File: src/rtl/boss_proj_pkg.sv
// Shared constants and coordinate types for the boss projectile.
// The optional aim feature is enabled by defining BOSS_PROJ_AIM_EN.
package boss_proj_pkg;
  localparam int SCR_W_DEF = 200;
  localparam int SCR_H_DEF = 300;

  localparam logic [7:0] PROJ_R = 8'hFF;
  localparam logic [7:0] PROJ_G = 8'h40;
  localparam logic [7:0] PROJ_B = 8'h00;

  typedef logic [9:0] xcoord_t;
  typedef logic [8:0] ycoord_t;
endpackage

File: src/rtl/boss_proj_box_overlap.sv
// Combinational axis-aligned rectangle overlap test between box A and box B.
// Sums are widened by one bit so edges near the coordinate limit cannot wrap.
module boss_proj_box_overlap
  import boss_proj_pkg::*;
#(
  parameter int AW = 4,
  parameter int AH = 4,
  parameter int BW = 10,
  parameter int BH = 10
) (
  input  xcoord_t ax,
  input  ycoord_t ay,
  input  xcoord_t bx,
  input  ycoord_t by,
  output logic    overlap
);
  logic [10:0] ax_w, bx_w, ax_end, bx_end;
  logic [9:0]  ay_w, by_w, ay_end, by_end;

  assign ax_w   = {1'b0, ax};
  assign bx_w   = {1'b0, bx};
  assign ay_w   = {1'b0, ay};
  assign by_w   = {1'b0, by};
  assign ax_end = ax_w + 11'(AW);
  assign bx_end = bx_w + 11'(BW);
  assign ay_end = ay_w + 10'(AH);
  assign by_end = by_w + 10'(BH);

  assign overlap = (ax_end > bx_w) && (ax_w < bx_end) &&
                   (ay_end > by_w) && (ay_w < by_end);
endmodule

File: src/rtl/boss_projectile.sv
// Single leftward-travelling boss projectile with hit detection and pixel output.
// Define BOSS_PROJ_AIM_EN to make the projectile track the player vertically.
module boss_projectile
  import boss_proj_pkg::*;
#(
`ifdef BOSS_PROJ_AIM_EN
  parameter int SCR_H  = SCR_H_DEF,
  parameter int VSTEP  = 2,
`endif
  parameter int SIZE   = 4,
  parameter int STEP   = 4,
  parameter int CHAR_W = 10,
  parameter int CHAR_H = 10
) (
  input  logic       slow_clk,
  input  logic       reset,
  input  logic       fire,
  input  xcoord_t    start_x,
  input  ycoord_t    start_y,
  input  xcoord_t    x,
  input  ycoord_t    y,
  input  xcoord_t    char_x,
  input  ycoord_t    char_y,
  output logic       bullet_pix,
  output logic [7:0] bullet_r,
  output logic [7:0] bullet_g,
  output logic [7:0] bullet_b,
  output logic       bullet_hit
);
  logic    active;
  xcoord_t bx;
  ycoord_t by;
  logic    hit_now;

  boss_proj_box_overlap #(.AW(SIZE), .AH(SIZE), .BW(CHAR_W), .BH(CHAR_H)) u_hit (
    .ax(bx), .ay(by), .bx(char_x), .by(char_y), .overlap(hit_now)
  );

`ifdef BOSS_PROJ_AIM_EN
  // Step toward the player without overshooting, then clamp to the visible rows.
  localparam logic [9:0] YMAX = 10'(SCR_H - SIZE);
  ycoord_t    by_aim;
  logic [9:0] by_t;
  always_comb begin
    by_t = {1'b0, by};
    if (by < char_y) begin
      if (char_y - by < ycoord_t'(VSTEP)) by_t = {1'b0, char_y};
      else                                by_t = {1'b0, by} + 10'(VSTEP);
    end else if (by > char_y) begin
      if (by - char_y < ycoord_t'(VSTEP)) by_t = {1'b0, char_y};
      else                                by_t = {1'b0, by} - 10'(VSTEP);
    end
    by_aim = (by_t > YMAX) ? YMAX[8:0] : by_t[8:0];
  end
`endif

  always_ff @(posedge slow_clk or posedge reset) begin
    if (reset) begin
      active     <= 1'b0;
      bx         <= '0;
      by         <= '0;
      bullet_hit <= 1'b0;
    end else begin
      bullet_hit <= 1'b0;
      if (!active) begin
        if (fire) begin
          active <= 1'b1;
          bx     <= start_x;
          by     <= start_y;
        end
      end else if (hit_now) begin
        bullet_hit <= 1'b1;
        active     <= 1'b0;
      end else if (bx < xcoord_t'(STEP)) begin
        active <= 1'b0;
      end else begin
        bx <= bx - xcoord_t'(STEP);
`ifdef BOSS_PROJ_AIM_EN
        by <= by_aim;
`endif
      end
    end
  end

  assign bullet_pix = active &&
                      ({1'b0, x} >= {1'b0, bx}) && ({1'b0, x} < {1'b0, bx} + 11'(SIZE)) &&
                      ({1'b0, y} >= {1'b0, by}) && ({1'b0, y} < {1'b0, by} + 10'(SIZE));
  assign bullet_r = bullet_pix ? PROJ_R : 8'h00;
  assign bullet_g = bullet_pix ? PROJ_G : 8'h00;
  assign bullet_b = bullet_pix ? PROJ_B : 8'h00;
endmodule

File: config.mk
export PLATFORM = sky130hd
export DESIGN_NAME = boss_projectile
export DESIGN_NICKNAME = d
export VERILOG_FILES = /design/src/rtl/boss_proj_pkg.sv /design/src/rtl/boss_proj_box_overlap.sv /design/src/rtl/boss_projectile.sv
export SDC_FILE = /design/constraint.sdc
export NUM_CORES = 1
export LEC_CHECK = 0
export ABC_AREA = 1
export ABC_CLOCK_PERIOD_IN_PS = 7800
export CORE_AREA = 2 2 89 155
export DETAILED_ROUTE_END_ITERATION = 7
export DIE_AREA = 0 0 91 157
export PLACE_DENSITY = 0.49
export SYNTH_ARGS = -nofsm -noshare
export SYNTH_HDL_FRONTEND = slang
export SYNTH_HIERARCHICAL = 1
export SYNTH_SLANG_ARGS = --single-unit
File: constraint.sdc
create_clock -name slow_clk -period 7.8 [get_ports slow_clk]
set_input_delay 1.17 -clock slow_clk [delete_from_list [all_inputs] [get_ports slow_clk]]
set_output_delay 1.17 -clock slow_clk [all_outputs]
set_load 0.02 [all_outputs]
==> results of run 1 <==
## critical path, cell delays in order
cell	delay, ps
clkdlybuf4s50_1	460
ha_1	320
nand2_1	70
nor2_1	170
nand3_1	100
nand3_1	110
nand4_1	100
nor2_1	420
clkdlybuf4s50_1	720
## power groups by stage
stage	clock [uW]	sequential, uW	combinational [uW]
after floorplan	0	241	858
after global placement	0	293	1060
after detailed placement	0	295	1080
after CTS	109	293	1090
after global routing	115	302	1250
final	107	288	1070
## cell families after synthesis
family / Yosys count
AND/OR/NAND/NOR: 244
buffers and inverters: 113
adder cells (fa/ha/maj): 77
AO/OA/AOI/OAI: 63
XOR/XNOR: 34
flip-flops: 21
multiplexers: 2
other: 1
## cell type report
| class | count | area share |
|---|---|---|
| clock buffer | 3 | 0.0161 |
| clock inverter | 1 | 0.00107 |
| inverter | 84 | 0.0682 |
| multi-input combinational | 435 | 0.606 |
| sequential | 21 | 0.113 |
| tap | 171 | 0.0459 |
| timing repair buffer | 70 | 0.150 |
## cell usage in the layout (no fill, tap or decap), types with 7 or more instances in the layout
master             n
conb_1            15
inv_1             67
nand4_1            8
o21ai_2            8
dfrtp_1           21
nand2_1          121
clkdlybuf4s50_1   70
o21ai_0            7
nor2_1            52
inv_2             15
xor2_1            30
nand3_1           32
ha_1              77
a21oi_1           34
## registers in the layout, summed over array words and instances (netlist names)
name        flops
active          1
bullet_hit      1
by              9
bx             10
## through the flow
step | total power (uW) | utilization | instances | hold slack [ps] | cell area (sq um)
after CTS | 1490 | 0.360 | 785 | 589 | 4660
after global routing | 1670 | 0.360 | 785 | 599 | 4660
after detailed placement | 1380 | 0.354 | 781 | 577 | 4580
after floorplan | 1100 | - | 569 | 491 | 3880
after global placement | 1360 | 0.354 | 781 | 573 | 4580
final | 1470 | 0.360 | 785 | 570 | 4660
## layer usage
metal / track usage / vias up / share of wire
met3: 0.0191 / 4 / 0.032
met2: 0.297 / 74 / 0.58
li1: - / 1866 / -
met1: 0.139 / 1541 / 0.38
met5: 0 / - / 0
met4: 0.0152 / 0 / 0.0077
## final timing paths
| kind | startpoint | endpoint | slack [ps] | depth (start not counted) |
|---|---|---|---|---|
| setup reg to reg | bx[2]$_DFFE_PP0P_ | bx[8]$_DFFE_PP0P_ | 4730 | 20 |
| hold reg to reg | bx[0]$_DFFE_PP0P_ | bx[0]$_DFFE_PP0P_ | 570 | 1 |
| max in group asynchronous | reset | bx[2]$_DFFE_PP0P_ | 5950 | 2 |
| setup / recovery | x[9] | bullet_r[7] | 2990 | 9 |
| min in group asynchronous | reset | by[8]$_DFFE_PP0P_ | 1370 | 2 |
| hold / removal | bx[0]$_DFFE_PP0P_ | bx[0]$_DFFE_PP0P_ | 570 | 1 |
## synthesized netlist by cell type (7+ instances only)
| master | instances | area [sq um] |
|---|---|---|
| inv_1 | 67 | 251 |
| nor2_1 | 52 | 195 |
| o21ai_2 | 8 | 70.1 |
| nand4_1 | 8 | 50.1 |
| buf_4 | 25 | 188 |
| xor2_1 | 30 | 263 |
| dfrtp_1 | 21 | 526 |
| nand3_1 | 32 | 160 |
| nand2_1 | 121 | 454 |
| o21ai_0 | 7 | 35.0 |
| a21oi_1 | 34 | 170 |
| ha_1 | 77 | 963 |
| inv_2 | 15 | 56.3 |
==> results_dict.tcl, run 1 <==
set metrics [dict create \
    gp_congestion 0.821 \
    worstPathRequired_ps 6630 \
    syn2layout_area_growth_pct 21.9 \
    detail_route.iter0.violations 57 \
    fmax_mhz 208 \
    fill_cells 1439 \
    numCtsBuffers 3 \
    post-route-drc-count 0 \
    initial_core_util 0.296 \
    swShare 0.535 \
    ys_seq_elements 21 \
    p_leak_uw 0.00243 \
    multi_input_area_sq_um 2820 \
    start_kind "input pin" \
    endpoint_kind "output pin" \
    synth_ff_type "dfrtp_1" \
    synth-edff-count 0 \
    first_global_vias 3579 \
    die_y_um 157 \
    synthCells 555 \
    internal-power_uw 682 \
    clk_path_buf_depth 2 \
    tightest_slew_ps 779 \
    cts.sinks 21 \
    seq_power_share 0.196 \
    min_period_ps 4810 \
    cts_resized 0 \
    syn_area_per_cell_sq_um 6.89 \
    avgRoutedWirePerCell_um 12.5 \
    io_pins 86 \
    yosys_warnings 6 \
    post-route-period-util 0.616 \
    diodes 0 \
    fin_ws_ps 2990 \
    clock-skew-final_ps 1.60 \
    setup_viol 0 \
    hold_violations 0 \
    ys_seq_area_frac 0.137 \
    drv_cap 0 \
    gr-total-overflow 0 \
    wl_um 9830 \
    die_w_um 91 \
    status "finished clean" \
    grt_pass1_wl_um 16400 \
    viasPerCell 4.44 \
    hold_path.class "reg -> reg" \
    tns_ps 0 \
    die_area_sq_um 14300 \
    synthSimpleGateAreaFrac 0.289 \
    final_layout_size_suffix_gt1_frac 0.0896 \
    synthAdderAreaFrac 0.252 \
    nets 752 \
    synth_top_family_by_area "simple AND/OR/NAND/NOR gates" \
    cts_tree "built" \
    p_sw_uw 786 \
    dp.final_hpwl_um 8620 \
    clk_pin_slew_ps 60 \
    postCtsHoldBufs 0 \
    rows 55 \
    relSlewSlack 0.479 \
    core_area_sq_um 12900 \
    cp.arrival_ps 3640 \
    htreeDepth 1 \
    yosysUniqueCellTypes 39 \
    regArea_sq_um 526 \
    cp_max_fo 10 \
    insertion_delay_ps 250 \
    portBuffers 70 \
    syn_area_sq_um 3820 \
    synth_compound_area_frac 0.0982 \
    path_class "in -> out" \
    comb_power_share 0.731 \
    grt_setup_unrepaired "no" \
    place_ws_ps 2990 \
    grt_max_degree 23 \
    cts-root-buf "clkbuf_16" \
    drv_slew 0 \
    drtPass1Iterations 4 \
    power.density_nw_per_um2 315 \
    synth_xor_area_frac 0.0779 \
    track_usage 0.138 \
    drtAntennaViolNets 0 \
    synthArstFlopShare 1.00 \
    post_cts_buffers 0 \
    vias 3485 \
    peakVddDrop_mv 0.126 \
    muxShareOfSynthArea 0.00589 \
    antenna_found_initial 0 \
    clock_power_share 0.073 \
]
Note: power is estimated with default switching activity, not from simulation.
==> run 2, diff against run 1 <==
ABC_CLOCK_PERIOD_IN_PS = 4750   (was 7800)
clock period = 4.75 ns   (was 7.8 ns; I/O delays follow)
==> results_dict.tcl, run 2 (synthesized netlist as in run 1, its figures left out) <==
set metrics [dict create \
    portBuffers 70 \
    syn2layout_area_growth_pct 21.8 \
    cp.arrival_ps 3410 \
    setup_viol 0 \
    routed.top_layer "met4" \
    holdPathEnd "bx[0]$_DFFE_PP0P_" \
    drv_cap 0 \
    io_pins 86 \
    grt_max_degree 23 \
    crit_chain "nand3_1 -> nor2_1 -> nand2_1 -> nor3_1 -> xor2_1 -> ha_1 -> a21oi_1 -> nand2_1 -> a21oi_1 -> nand4_1 -> nor2_1 -> clkdlybuf4s50_1" \
    drv_slew 0 \
    track_usage 0.136 \
    min_period_ps 4120 \
    grt_setup_unrepaired "no" \
    final_layout_size_suffix_gt1_frac 0.0879 \
    die_area_sq_um 14300 \
    antenna_found_initial 0 \
    first_global_vias 3545 \
    start_kind "flip-flop" \
    r2r_setup_slack_ps 1800 \
    power.density_nw_per_um2 515 \
    fin_ws_ps 626 \
    nets 752 \
    hp-start "bx[0]$_DFFE_PP0P_" \
    slowest_stage "clkdlybuf4s50_1" \
    hold_violations 0 \
    final_common_cell "nand2_1" \
    reg_top3 "bx x10, by x9" \
    hold_path.class "reg -> reg" \
    cp_max_fo 10 \
    endpoint_kind "output pin" \
    initial_core_util 0.296 \
    status "finished clean" \
    core_area_sq_um 12900 \
    cts.sinks 21 \
    hold_depth 1 \
    post-route-period-util 0.868 \
    postCtsHoldBufs 0 \
    regMostFlops "bx" \
    largest_reg_flops 10 \
    r2r_cells 20 \
    reg2reg_to "bx[8]$_DFFE_PP0P_" \
    cts-root-buf "clkbuf_16" \
    holdWs_ps 563 \
    p_leak_uw 0.00243 \
    post-route-drc-count 0 \
    worst-path-buf-inv 1 \
    relSlewSlack 0.461 \
    die_w_um 91 \
    path_delay_family "simple AND/OR/NAND/NOR gates" \
    dp.final_hpwl_um 8530 \
    place_ws_ps 865 \
    gp_congestion 0.781 \
    tns_ps 0 \
    viasPerCell 4.45 \
    diodes 0 \
    avgRoutedWirePerCell_um 12.3 \
    r2r-start "bx[2]$_DFFE_PP0P_" \
    clk_path_buf_depth 2 \
    htreeDepth 1 \
    drtAntennaViolNets 0 \
    gr-total-overflow 0 \
    worstPathRequired_ps 4040 \
    die_y_um 157 \
    numCtsBuffers 3 \
    wl_um 9660 \
    detail_route.iter0.violations 57 \
    cts_tree "built" \
    clock-skew-final_ps 2.50 \
    final_cell_mix "nand2_1, ha_1, clkdlybuf4s50_1, inv_1, nor2_1" \
    wl_met3_um 301 \
    vias 3494 \
    grt_pass1_wl_um 16000 \
    rows 55 \
    peakVddDrop_mv 0.187 \
    post_cts_buffers 0 \
    insertion_delay_ps 250 \
    fmax_mhz 242 \
    clk_pin_slew_ps 60 \
    cts_resized 0 \
    path_class "reg -> out" \
    drtPass1Iterations 4 \
    tightest_slew_ps 808 \
    cpPeakStageDelay_ps 710 \
    drt-met1-wl_um 3630 \
    dr_wl_met2_um 5630 \
]
## run 2: cell types whose count changed in the layout (fill, tap and decap cells not counted)
cell,previous run,this run
clkinv_2,1,0
clkbuf_1,0,1
## run 2: per-layer routing
metal  vias to the layer above  track usage
li1                       1868            -
met1                      1552        0.138
met2                        66        0.293
met3                         8       0.0187
met4                         0       0.0137
met5                         -            0
## run 2: how the worst max path moves through the flow
stage | start | to | slack (ps) | cells past startpoint
after floorplan | bx[5]$_DFFE_PP0P_ | bullet_g[6] | 1420 | 13
after global placement | x[9] | bullet_pix | 950 | 9
after detailed placement | bx[4]$_DFFE_PP0P_ | bullet_r[4] | 860 | 12
after CTS | bx[4]$_DFFE_PP0P_ | bullet_r[4] | 590 | 12
after global routing | bx[2]$_DFFE_PP0P_ | bullet_g[6] | 360 | 12
final | bx[4]$_DFFE_PP0P_ | bullet_r[4] | 630 | 12
## run 2: layout make-up
class	instances	area (sq um)
Multi-Input combinational cell	435	2820
Inverter	84	318
Sequential cell	21	526
Clock buffer	4	78.8
Fill cell	1459	8280
Tap cell	171	214
Timing Repair Buffer	70	701
## run 2: through the flow
| stage | power (uW) | utilization | cell area (sq um) | cells |
|---|---|---|---|---|
| 2_1_floorplan | 1800 | - | 3880 | 569 |
| 3_3_place_gp | 2210 | 0.354 | 4580 | 781 |
| 3_5_place_dp | 2250 | 0.354 | 4580 | 781 |
| 4_1_cts | 2440 | 0.360 | 4660 | 785 |
| 5_1_grt | 2730 | 0.360 | 4660 | 785 |
| 6_report | 2400 | 0.360 | 4660 | 785 |
## run 2: report_power, final
group	total [uW]	internal, uW	switching, uW
sequential	466	266	200
combinational	1760	745	1010
clock	177	114	62.3
total	2400	1130	1270
